==> config.mk <==
export PLATFORM = sky130hd
export DESIGN_NAME = key_debounce_arbiter
export DESIGN_NICKNAME = d
export VERILOG_FILES = /design/src/rtl/debounce_pkg.sv /design/src/rtl/debounce_timebase.sv /design/src/rtl/key_debounce_arbiter.sv
export SDC_FILE = /design/constraint.sdc
export NUM_CORES = 1
export LEC_CHECK = 0
export ABC_CLOCK_PERIOD_IN_PS = 1700
export CORE_ASPECT_RATIO = 1.1
export CORE_MARGIN = 2
export CORE_UTILIZATION = 40
export CTS_CLUSTER_SIZE = 14
export DETAILED_ROUTE_END_ITERATION = 10
export GPL_TIMING_DRIVEN = 0
export SLEW_MARGIN = 25
export SYNTH_ARGS = -nofsm -noshare
export SYNTH_HDL_FRONTEND = slang
export SYNTH_SLANG_ARGS = --single-unit
==> constraint.sdc <==
create_clock -name CLK -period 1.7 [get_ports CLK]
set_input_delay 0.17 -clock CLK [delete_from_list [all_inputs] [get_ports CLK]]
set_output_delay 0.17 -clock CLK [all_outputs]
set_load 0.02 [all_outputs]
==> src/rtl/debounce_pkg.sv <==
// debounce_pkg: shared FSM encodings and timing defaults for the key debouncer
package debounce_pkg;
  localparam logic [1:0] S_IDLE = 2'd0;
  localparam logic [1:0] S_TIMING = 2'd1;
  localparam logic [1:0] S_COMMIT = 2'd2;
  localparam int DEF_TICK_DIV = 5;
  localparam int DEF_HOLD_MS = 10;
endpackage

==> src/rtl/debounce_timebase.sv <==
// debounce_timebase: shared ms prescaler and hold counter, done after HOLD_MS ticks
import debounce_pkg::*;
module debounce_timebase #(
  parameter int TICK_DIV = DEF_TICK_DIV,
  parameter int HOLD_MS = DEF_HOLD_MS
)(
  input  logic clk,
  input  logic rst,
  input  logic clr,
  output logic done
);
  localparam int PW = (TICK_DIV > 0) ? $clog2(TICK_DIV + 1) : 1;
  logic [PW-1:0] presc;
  logic [3:0] ms;
  logic tick;
  assign tick = presc == PW'(TICK_DIV);
  assign done = tick && ms == 4'(HOLD_MS - 1);
  always_ff @(posedge clk or posedge rst)
    if (rst) begin
      presc <= '0;
      ms <= '0;
    end else if (clr) begin
      presc <= '0;
      ms <= '0;
    end else begin
      presc <= tick ? '0 : presc + 1'b1;
      ms <= tick ? ms + 1'b1 : ms;
    end
endmodule

==> src/rtl/key_debounce_arbiter.sv <==
// key_debounce_arbiter: debounces N active-low keys through one round-robin shared hold timer
import debounce_pkg::*;
module key_debounce_arbiter #(
  parameter int N_KEYS = 4,
  parameter int TICK_DIV = DEF_TICK_DIV,
  parameter int HOLD_MS = DEF_HOLD_MS,
  parameter int IDX_W = (N_KEYS > 2) ? $clog2(N_KEYS) : 1
)(
  input  logic              CLK,
  input  logic              RST,
  input  logic [N_KEYS-1:0] Key_In,
  output logic [N_KEYS-1:0] Key_Level,
  output logic [N_KEYS-1:0] Key_Press,
  output logic [N_KEYS-1:0] Key_Release,
  output logic              Busy,
  output logic [IDX_W-1:0]  Grant_Idx
);
  logic [N_KEYS-1:0] sync1, sraw, req;
  logic [1:0] state;
  logic [IDX_W-1:0] rr_ptr, pick, nxt;
  logic target, done;
  // a key requests service while its synced pin still disagrees with the debounced level
  assign req = ~(sraw ^ Key_Level);
  assign Busy = state == S_TIMING || state == S_COMMIT;
  assign nxt = (Grant_Idx == IDX_W'(N_KEYS - 1)) ? '0 : Grant_Idx + 1'b1;
  always_comb begin
    pick = rr_ptr;
    for (int k = N_KEYS - 1; k >= 0; k--)
      if (req[(int'(rr_ptr) + k) % N_KEYS]) pick = IDX_W'((int'(rr_ptr) + k) % N_KEYS);
  end
  debounce_timebase #(.TICK_DIV(TICK_DIV), .HOLD_MS(HOLD_MS)) u_tb (
    .clk(CLK),
    .rst(RST),
    .clr(state != S_TIMING),
    .done(done)
  );
  always_ff @(posedge CLK or posedge RST)
    if (RST) begin
      sync1 <= '1;
      sraw <= '1;
      state <= S_IDLE;
      rr_ptr <= '0;
      Grant_Idx <= '0;
      target <= 1'b0;
      Key_Level <= '0;
      Key_Press <= '0;
      Key_Release <= '0;
    end else begin
      sync1 <= Key_In;
      sraw <= sync1;
      Key_Press <= '0;
      Key_Release <= '0;
      case (state)
        S_IDLE:
          if (|req) begin
            Grant_Idx <= pick;
            target <= ~sraw[pick];
            state <= S_TIMING;
          end
        S_TIMING:
          if (!req[Grant_Idx]) begin
            rr_ptr <= nxt;
            state <= S_IDLE;
          end else if (done) state <= S_COMMIT;
        S_COMMIT: begin
          Key_Level[Grant_Idx] <= target;
          Key_Press[Grant_Idx] <= target;
          Key_Release[Grant_Idx] <= ~target;
          rr_ptr <= nxt;
          state <= S_IDLE;
        end
        default: state <= S_IDLE;
      endcase
    end
endmodule

# == Word-level counts from Yosys, hierarchy flattened ==
# Cells that the tools add are included.
# word_totals
regBits,34
input_bits,6
out_inout_bits,15
word_cells,90
# op_classes
n_addsub,6
n_lt_le_gt_ge,7
eq_ne,9
n_mux,35
bitwise,9
reduce_logical,13
# op_table
cell,n
$mux W2,9
$mux W4,4
$bmux W1 S2,6
$lt A3 B4 Y1 const B,3
$mux W1,10
$lt A2 B3 Y1 const B,3
$and A4 B4 Y4,2
$pmux W2 S2,2
$mux W3,2
$reduce_and A2 Y1,3
$reduce_or A2 Y1,3
$add A2 B1 Y2 const B,2
$add A2 B2 Y2 const B,2
$add A4 B1 Y4 const B,1
$bwmux W4,1
$eq A2 B2 Y1 const B,2
$eq A4 B4 Y1 const B,1
$ne A2 B2 Y1 const B,2
$not A4 Y4,1
$reduce_bool A2 Y1,2
$reduce_or A4 Y1,1
$xor A4 B4 Y4,1
$add A3 B1 Y3 const B,1
$and A1 B1 Y1 const A,3
other kinds (10),12

# == Logic depth before layout (Yosys ltp) ==
# Gate-level depths: netlist of the first run.
# depth
ltp_word,13
mapped_depth,7
mapped_depth_nobuf,7

# == Hierarchy ==
# Synthesis of the first run repeated with hierarchy kept, for this count alone.
# hier_totals
cells_unflattened,136
hier_area_um2,1580.3
# by_module_without_submodules
mod,instances,cells_each,area_per_inst_um2
key_debounce_arbiter,1,102,1237.4
debounce_timebase,1,34,342.8

# == Least setup slack after synthesis of the first run ==
# Ideal clock, no wire load.
# synth_path
path_kind,register to register
from,reg Key_Level[3]
to,reg rr_ptr[1]
arrival_time_ps,1639
slack_ps,-64
stages_incl_launch_ff,6
n_path_buf,0
path_cell_list,dfrtp_1 -> xnor2_2 -> mux4_2 -> nand2_2 -> o21ai_2 -> mux2_4
# synth_via
elab_chain_cells,6
# synth_rtl
element,line_no,rtl
from (decl),key_debounce_arbiter.sv:12,"output logic [N_KEYS-1:0] Key_Level,"
"from (signal, indexed assignment)",key_debounce_arbiter.sv:66,Key_Level[Grant_Idx] <= target;
$xor A4 B4 Y4,key_debounce_arbiter.sv:23,assign req = ~(sraw ^ Key_Level);
$not A4 Y4,key_debounce_arbiter.sv:23,
$bmux W1 S2,key_debounce_arbiter.sv:61,if (!req[Grant_Idx]) begin
$mux W1 (implied by the code),key_debounce_arbiter.sv:61,
$ne A2 B2 Y1 (no line),-,
$reduce_and A2 Y1 (no line),-,
to (signal assigned),key_debounce_arbiter.sv:62,rr_ptr <= nxt;
to (signal assigned),key_debounce_arbiter.sv:69,rr_ptr <= nxt;
to (decl),key_debounce_arbiter.sv:20,"logic [IDX_W-1:0] rr_ptr, pick, nxt;"
# No other way between the ends. The select of a mux whose other input is x is not followed.
# A chain may end at the register's enable or synchronous reset.

# == Worst setup path after layout of the first run ==
# layout_path
from,reg sraw[3]
to,reg rr_ptr[1]
# layout_via
elab_chain_cells,6
# layout_rtl
element,line_no,rtl
from (decl),key_debounce_arbiter.sv:18,"logic [N_KEYS-1:0] sync1, sraw, req;"
from (signal assigned),key_debounce_arbiter.sv:50,sraw <= sync1;
$xor A4 B4 Y4,key_debounce_arbiter.sv:23,
$not A4 Y4,key_debounce_arbiter.sv:23,
$bmux W1 S2,key_debounce_arbiter.sv:61,
$mux W1 (implied by the code),key_debounce_arbiter.sv:61,
$ne A2 B2 Y1 (no line),-,
$reduce_and A2 Y1 (no line),-,
# No other way between the ends. The select of a mux whose other input is x is not followed.

==> results by group, run 1 <==
STA
  • Max Slew Vio Count: 0
  • Final setup vio count: 3
  • Worst-Margin Slew: 671 ps
  • Max_slew headroom: 55.2%
  • Final Hold Violating Endpoints: 0
  • Part of the cycle the worst path needs: 105%
  • Clk_skew: 3.51 ps
  • Fin crit period: 1790 ps
  • WHS: 280 ps
  • RSZ-0062 raised after global routing: yes
  • Setup ws final: -90.8 ps
  • Setup TNS Final: -216 ps
  • Fmax: 558 MHz

Clocking
  • H-tree Lvls: 2
  • CTS buffer count: 5
  • Clock sinks: 34
  • Clk root buf: clkbuf_8
  • Clk slew on worst S/H paths: 70 ps
  • Hold_buf cts: 0
  • Clk buf depth: 2
  • Clock Latency Late Sink: 290 ps
  • CTS tree: yes

Floorplan
  • I/O pin count: 21
  • Die H: 69.7 µm
  • CORE AREA: 3710 µm²
  • Die X: 63.7 µm
  • Starting Density: 42.3%
  • Die area: 4440 µm²
  • Num rows: 23

Run status
  • Status: finished, violations left
  • Failing checks: setup timing

Logic synthesis
  • Distinct cells, synth: 41
  • Yosys Warn Count: 0
  • Sequential-to-total area share from yosys stat: 54.9%
  • Syn avg cell area: 11.9 µm²
  • Synthesized net count: 147
  • Post-synthesis cell count: 132
  • FF+latch count, synth: 34
  • Synthesized area: 1570 µm²

Routing
  • M1 WL: 1230 µm
  • Routed length per instance: 13.6 µm
  • Drt drc: 0
  • Drt first pass iters: 4
  • DR vias/cell: 5.05
  • Antenna viol nets, final: 0
  • Highest metal used: met4
  • Via count: 1075
  • Metal3 WL: 119 µm
  • Wire length on met2: 1490 µm
  • Drt initial violations: 38
  • Final WL: 2890 µm

Cells and area
  • Area grow syn2layout: 30.5%
  • Number of antenna repair diodes: 0
  • Final Non-Filler Cells: 213
  • Fillers: 317
  • Fraction of final layout cells sized beyond drive strength 1: 25.2%
  • Layout Nets: 177

Min path
  • Hold/Removal Path Class: in -> reg
  • Hold_sp: Key_In[0]

Placement
  • Place WS: -204 ps
  • Placed insts: 202
  • PortBufs: 20
  • HPWL after DPL: 2120 µm
  • Placer's final routability congestion estimate: 0.833

GRT
  • Initial antenna violation count: 0
  • Total GRT Usage: 15.0%
  • Vias in the first global route: 1105
  • Gr ovfl total: 0
  • First-pass GRT wire length: 5060 µm
  • Largest net degree at the start of global routing: 35

Critical path
  • Register-to-register setup slack: -90 ps
  • Startpoint types: register
  • FF-to-FF Start: sraw[3]$_DFF_PP1_
  • Critical Path Sink Type: register
  • WS Path Type: reg -> reg
  • CP Max Fanout: 8
  • Critical Path RT: 1880 ps
  • Critical path arrival: 1970 ps
  • CP startpoint: sraw[3]$_DFF_PP1_

Power
  • Power Total: 2.50 mW
  • LEAKAGE: 0.948 nW
  • Switch share: 34.0%
  • Clock network power share: 24.7%
  • Reg power frac: 43.3%
  • VDD IR-drop max: 0.000938 V
  • Switching power: 0.852 mW
  • Power per cell area: 1220 nW/µm²
  • Comb pwr share: 32.0%
  • Power Internal: 1.65 mW

Job
  • Max-cap violations: 0
[power groups by stage]
| stage | clock (mW) | sequential, mW | combinational, mW |
|---|---|---|---|
| after floorplan | 0 | 1.08 | 0.551 |
| after global placement | 0 | 1.09 | 0.748 |
| after detailed placement | 0 | 1.09 | 0.768 |
| after CTS | 0.635 | 1.08 | 0.790 |
| after global routing | 0.686 | 1.11 | 0.898 |
| final | 0.618 | 1.08 | 0.802 |
[critical path: stages, from the launching register on]
cell     delay (ps)
dfstp_2         580
xnor2_4         120
mux4_2          490
nand2_2         100
o21ai_2          80
mux2_4          310
[what timing repair did]
item / CTS / global route
gates resized for setup: 9 / 1
pin swaps: 4 / 1
endpoints found under the setup margin: 4 / 4
buffers inserted: 2 / 1
[placed cells by master (no fill, tap or decap), drive strengths merged, types with 4 or more instances in the layout]
cell type      count
o21ai              6
clkdlybuf4s50     19
clkbuf             7
and3               4
inv                6
dfrtp             26
dfstp              8
and2               8
nand2             12
xnor2              6
ha                 9
nor2               6
xor2               4
a21o               4
[kinds of logic (layout without fill, tap and decap cells)]
logic type               after synthesis  after routing  synth area share, %
AO/OA/AOI/OAI                         26             26                 12.5
AND/OR/NAND/NOR                       42             42                 14.0
multiplexers                           4              4                 3.67
flip-flops                            34             34                 54.9
XOR/XNOR                              10             10                 6.06
buffers and inverters                  7             38                 1.67
adder cells (fa/ha/maj)                9              9                 7.18
[flip-flops by register name, summed over array words and instances, names as in the netlist]
signal,count
Key_Level,4
Key_Press,4
Key_Release,4
sraw,4
sync1,4
u_tb.ms,4
u_tb.presc,3
Grant_Idx,2
rr_ptr,2
state,2
target,1
[synthesized netlist by cell type, drive strengths merged]
cell type	instances	share of area (%)
a21oi	3	0.96
a21boi	1	0.48
nor3	2	0.64
mux2	1	0.96
o41ai	1	1.0
nor2b	3	1.2
a41o	1	0.64
a211oi	2	1.3
o211a	1	0.64
and2	8	3.3
nand4	2	0.80
clkbuf	1	0.24
nand2b	2	0.80
o31ai	1	0.48
nor2	6	1.4
a31oi	1	0.40
o22ai	1	0.40
a41oi	1	0.56
and3	4	1.6
mux2i	2	1.3
o21a	2	0.96
ha	9	7.2
mux4	1	1.4
nor3b	1	0.48
inv	6	1.4
xnor2	6	3.8
dfstp	8	13
nand2	12	3.0
xor2	4	2.2
a211o	1	0.56
nand3b	1	0.48
nand3	1	0.32
dfrtp	26	41
o21ai	6	2.2
a21o	4	2.0
[path summary, 6_finish.rpt]
kind,to,depth (start not counted)
max,rr_ptr[1]$_DFFE_PP0P_,5
min reg2reg,sraw[3]$_DFF_PP1_,0
min,sync1[0]$_DFF_PP1_,1
max reg2reg,rr_ptr[1]$_DFFE_PP0P_,5
max in group asynchronous,Key_Level[3]$_DFFE_PP0P_,2
min in group asynchronous,Key_Press[0]$_DFF_PP0_,2
[through the flow]
step	utilization, %	instance area, µm²
finish	55.1	2050
global route	55.1	2050
floorplan	-	1600
CTS	54.7	2030
global placement	50.2	1860
detailed placement	50.2	1860
[metal layers]
layer	GRT usage [%]	up-vias
li1	-	514
met1	17.5	535
met2	25.1	21
met3	4.87	5
met4	6.52	0
met5	0	-
[area by class of cell]
type                            count  area, µm²  share of cell area (%)
Inverter                            6       22.5                    1.10
Sequential cell                    34        866                    42.3
Tap cell                           50       62.6                    3.06
Multi-Input combinational cell     91        776                    37.9
Timing Repair Buffer               23        221                    10.8
Clock buffer                        6       82.6                    4.03
Clock inverter                      2       12.5                   0.611
Buffer                              1       3.75                   0.183
(Power assumes the default switching activity.)
==> inputs of run 2 (changes only) <==
--- a/config.mk
+++ b/config.mk
@@ -11,7 +11,6 @@
 export CORE_UTILIZATION = 40
 export CTS_CLUSTER_SIZE = 14
 export DETAILED_ROUTE_END_ITERATION = 10
-export GPL_TIMING_DRIVEN = 0
 export SLEW_MARGIN = 25
 export SYNTH_ARGS = -nofsm -noshare
 export SYNTH_HDL_FRONTEND = slang
==> results by group, run 2 (same netlist as run 1, synthesis figures left out) <==
Run status
  • Status: finished, violations left
  • Failing checks: setup timing

Critical path
  • WS Path Type: reg -> reg
  • Register-to-register setup slack: -90 ps
  • Critical Path Sink Type: register
  • Worst r2r dst: target$_DFFE_PP0P_
  • Critical Path RT: 1870 ps
  • CP Max Fanout: 3
  • Critical path arrival: 1960 ps
  • Worst r2r path cells: 7
  • Startpoint types: register
  • FF-to-FF Start: sraw[0]$_DFF_PP1_

Clocking
  • Hold_buf cts: 0
  • CTS buffer count: 5
  • Clk root buf: clkbuf_8
  • H-tree Lvls: 2
  • Clock sinks: 34
  • CTS tree: yes
  • Clk buf depth: 2
  • Clock Latency Late Sink: 290 ps
  • Clk slew on worst S/H paths: 70 ps

Floorplan
  • Die area: 4440 µm²
  • Die X: 63.7 µm
  • Die H: 69.7 µm
  • CORE AREA: 3710 µm²
  • I/O pin count: 21
  • Num rows: 23
  • Starting Density: 42.3%

STA
  • RSZ-0062 raised after global routing: yes
  • Setup ws final: -89.9 ps
  • Clk_skew: 7.58 ps
  • Fin crit period: 1790 ps
  • Worst-Margin Slew: 419 ps
  • Fmax: 559 MHz
  • Max_slew headroom: 72.0%
  • WHS: 271 ps
  • Max Slew Vio Count: 0
  • Final setup vio count: 5
  • Final Hold Violating Endpoints: 0
  • Part of the cycle the worst path needs: 105%

Routing
  • DR vias/cell: 4.97
  • Drt drc: 0
  • Drt initial violations: 22
  • Antenna viol nets, final: 0
  • Via count: 1134
  • Routed length per instance: 14.1 µm
  • Drt first pass iters: 2
  • Final WL: 3220 µm

Placement
  • PortBufs: 20
  • HPWL after DPL: 2270 µm
  • Placer's final routability congestion estimate: 0.853

Cells and area
  • Layout Nets: 192
  • Fillers: 317
  • Commonest non-fill, non-tap cell in the layout: dfrtp_1
  • Most frequent cells in the layout: dfrtp_1, clkdlybuf4s50_1, buf_4
  • Number of antenna repair diodes: 0
  • Final Util: 58.5%
  • Area grow syn2layout: 38.4%
  • Fraction of final layout cells sized beyond drive strength 1: 33.7%

GRT
  • Total GRT Usage: 15.9%
  • Largest net degree at the start of global routing: 35
  • Vias in the first global route: 1144
  • Initial antenna violation count: 0
  • First-pass GRT wire length: 5260 µm
  • Gr ovfl total: 0

Min path
  • Hold/Removal Path Class: in -> async

Job
  • Max-cap violations: 0

Power
  • Power per cell area: 1220 nW/µm²
  • VDD IR-drop max: 0.000711 V
  • LEAKAGE: 1.02 nW
[run 2: cell types whose count changed in the layout (fill, tap and decap cells not counted), sizes merged]
cell / before / now
clkbuf: 7 / 8
clkinvlp: 1 / 0
buf: 3 / 19
clkinv: 1 / 0
[run 2: per-layer routing]
metal  routed length, µm  share of wire (%)  global-route usage (%)  vias up
met5                   0                  0                       0        -
met4                  74                2.3                    7.97        0
met3                 125                3.9                    5.52        7
met2                1800                 56                    28.8       17
met1                1220                 38                    15.8      560
li1                    -                  -                       -      550
[run 2: critical path, cell delays in order, from the launching register on]
cell and delay [ps]:
dfstp_2 610, xor2_4 230, nor2_2 100, o21ai_2 160
buf_4 130, a41o_1 180, a211oi_2 40, a211o_1 230
[run 2: what timing repair did]
action,in CTS,in global routing
hold endpoints to repair,0,0
setup buffers,0,6
pin swaps,1,10
resized for setup,2,16
setup endpoints to repair,5,5
[run 2: power breakdown]
group | internal, mW | total (mW) | switching (mW)
Clock | 0.290 | 0.557 | 0.267
Sequential | 0.931 | 1.09 | 0.155
Combinational | 0.515 | 1.00 | 0.489
[run 2: cell type report]
cell class / count / area, µm² / share of cell area (%)
sequential: 34 / 866 / 39.9
multi-input combinational: 91 / 792 / 36.5
timing repair buffer: 39 / 349 / 16.1
clock buffer: 8 / 80.1 / 3.69
tap: 50 / 62.6 / 2.88
inverter: 6 / 22.5 / 1.04
[run 2: through the flow]
stage / worst slack [ps] / instance area, µm² / TNS (ps) / total power, mW / instances
finish: -89.9 / 2170 / -249 / 2.65 / 228
global route: -166 / 2170 / -605 / 2.83 / 228
CTS: -62.9 / 2040 / -201 / 2.53 / 222
detailed placement: -63.8 / 1960 / -186 / 1.97 / 214
global placement: -55.1 / 1960 / -86.9 / 1.93 / 214
floorplan: -18.6 / 1600 / -35.2 / 1.63 / 132
[run 2: how the worst max path moves through the flow]
stage                             startpoint               endpoint  slack, ps  depth (start not counted)
floorplan           Key_Level[2]$_DFFE_PP0P_     target$_DFFE_PP0P_        -20                          4
global placement           sraw[0]$_DFF_PP1_     target$_DFFE_PP0P_        -60                          6
detailed placement         sraw[3]$_DFF_PP1_  rr_ptr[0]$_DFFE_PP0P_        -60                          6
CTS                        sraw[3]$_DFF_PP1_  rr_ptr[0]$_DFFE_PP0P_        -60                          6
global route               sraw[0]$_DFF_PP1_     target$_DFFE_PP0P_       -170                          7
finish                     sraw[0]$_DFF_PP1_     target$_DFFE_PP0P_        -90                          7
==> inputs of run 3 (changes only) <==
--- a/config.mk
+++ b/config.mk
@@ -5,7 +5,6 @@
 export SDC_FILE = /design/constraint.sdc
 export NUM_CORES = 1
 export LEC_CHECK = 0
-export ABC_CLOCK_PERIOD_IN_PS = 1700
 export CORE_ASPECT_RATIO = 1.1
 export CORE_MARGIN = 2
 export CORE_UTILIZATION = 40
==> results of run 3 <==
Same layout as run 2: the final DEF is identical, and so are final timing and power.
==> RTL change, RTL diff (config.mk and constraints of run 3) <==
`N_KEYS`: 4 -> 8.
--- a/src/rtl/key_debounce_arbiter.sv
+++ b/src/rtl/key_debounce_arbiter.sv
@@ -1,7 +1,7 @@
 // key_debounce_arbiter: debounces N active-low keys through one round-robin shared hold timer
 import debounce_pkg::*;
 module key_debounce_arbiter #(
-  parameter int N_KEYS = 4,
+  parameter int N_KEYS = 8,
   parameter int TICK_DIV = DEF_TICK_DIV,
   parameter int HOLD_MS = DEF_HOLD_MS,
   parameter int IDX_W = (N_KEYS > 2) ? $clog2(N_KEYS) : 1
Ports: changed (5 resized); port bits go from 21 to 38. No check against the original RTL was run, so the function may have changed too.
==> RTL change against run 3 <==
The flow still finishes with violations (negative setup slack). Clock skew is 0.0024 ns higher. Final area is 130% higher. Critical path type unchanged. Worst setup slack worse by 1.1 ns. Utilization increased by 2.0 points. Area after synthesis rose by 120%. Sequential cell count up 22. Routed wire length rose to 2.9 times the old value. Largest power group is now combinational cells. Power grew to 3.5 times the old value.
==> RTL change: results (changes against run 3) <==
* R2R cell count at 10 (was 7)
* Worst vdd ir at 0.735 mV (was 0.711 mV)
* Post-route setup slack at -1.19 ns (was -0.0899 ns)
* Top cells by area, synth: dfrtp_1 29%, dfstp_2 12%, mux4_2 5.9% (was dfrtp_1 41%, dfstp_2 13%, ha_1 7.2%)
* Crit-path max FO at 5 (was 3)
* Ratio of cells with drive above 1 in the final layout at 0.460 (was 0.337)
* Vias in the first global route at 2803 (was 1144)
* Pin count of the biggest net entering global routing at 57 (was 35)
* Clk slew on worst S/H paths at 0.09 ns (was 0.07 ns)
* Final Setup Violations at 10 (was 5)
* Synth Area in Compound Gates at 0.141 (was 0.125)
* Status: complete, but fails checks (unchanged)
* Drt via density at 5.29 (was 4.97)
* XOR/XNOR share of the synthesized area at 0.0749 (was 0.0606)
* Hold Slack at 0.230 ns (was 0.271 ns)
* Final #Nets at 440 (was 192)
* Leakage at 2.19 nW (was 1.02 nW)
* Sequential cell area fraction in the yosys report at 0.417 (was 0.549)
* Cell variety after synth at 64 (was 41)
* First-pass GRT wire length at 14600 µm (was 5260 µm)
* Tot GR Track Use at 0.203 (was 0.159)
* Post-detail-place hpwl at 6830 µm (was 2270 µm)
* Clk_skew at 0.00994 ns (was 0.00758 ns)
* Syn Nets at 318 (was 147)
* Arrival @ worst endpoint at 3.06 ns (was 1.96 ns)
* Failing checks: negative setup slack (unchanged)
* PortBufs at 37 (was 20)
* Drt wl/cell at 17.4 µm (was 14.1 µm)
* Number of DRC markers in iteration 0 at 130 (was 22)
* Synth top cells by count: 40 x dfrtp_1, 24 x o21ai_0, 22 x nor2_1, 20 x nand2_1, 16 x dfstp_2 (was 26 x dfrtp_1, 11 x nand2_1, 9 x ha_1, 8 x dfstp_2, 7 x and2_1)
* Placer congestion estimate at 1.00 (was 0.853)
* Slew Limit Headroom at 0.695 (was 0.720)
* RR Startpoint: sraw[2] (was sraw[0])
[RTL change: how the worst max path moves through the flow]
stage	cells after the start	slack, ns	end	startpoint
final	10	-1.19	target	sraw[2]
after global routing	9	-1.29	target	sraw[7]
after CTS	11	-1.10	target	rr_ptr[1]
after detailed placement	9	-1.21	target	sraw[7]
after global placement	9	-1.09	target	sraw[7]
after floorplan	13	-1.13	target	rr_ptr[0]
[RTL change: logic make-up after synthesis]
logic type,Yosys count
compound gates,69
xor+xnor,24
fa+ha+maj,9
buf+inv,24
flops,56
mux,36
simple gates,81
[RTL change: stage by stage]
step / setup TNS (ns) / std cells
floorplan: -4.06 / 299
global placement: -5.81 / 508
CTS: -5.51 / 519
finish: -7.02 / 533
detailed placement: -6.07 / 508
global route: -7.78 / 533
[RTL change: area by class of cell]
cell class,instances,area (µm²)
inverters,14,65.1
well taps,111,139
repair buffers,125,1120
fillers,687,3280
flip-flops and latches,56,1430
multi-input cells,219,2150
clock buffers,6,72.6
clock inverters,2,60.1
[RTL change: repair_timing]
action                                  in CTS  in global routing
pin swaps                                   10                 15
hold endpoints to repair                     0                  0
gates resized for setup                     40                 24
hold buffers                                 0                  0
setup buffers                                4                 15
endpoints found under the setup margin      12                 12
[RTL change: power by group]
part | switching (mW) | internal (mW) | leakage, nW | total, mW
logic | 3.21 | 3.44 | 1.43 | 6.65
registers | 0.219 | 1.50 | 0.695 | 1.72
clock network | 0.405 | 0.589 | 0.0654 | 0.994
total | 3.84 | 5.53 | 2.19 | 9.37
[RTL change: metal layers]
metal  vias to the layer above  GRT usage  wire [µm]
met1                      1360      0.258       3850
met2                       104      0.355       4660
li1                       1333          -          -
met4                         0     0.0781        298
met3                        22     0.0254        446
met5                         -          0          0
[RTL change: critical path, delay by kind of cell, from the launching register on]
| family | cells | cell delay, ns |
|---|---|---|
| AOI/OAI and AO/OA | 7 | 1.43 |
| DFF | 1 | 0.60 |
| muxes | 1 | 0.48 |
| buffers and inverters | 1 | 0.13 |
| xor gates and xnor gates | 1 | 0.10 |
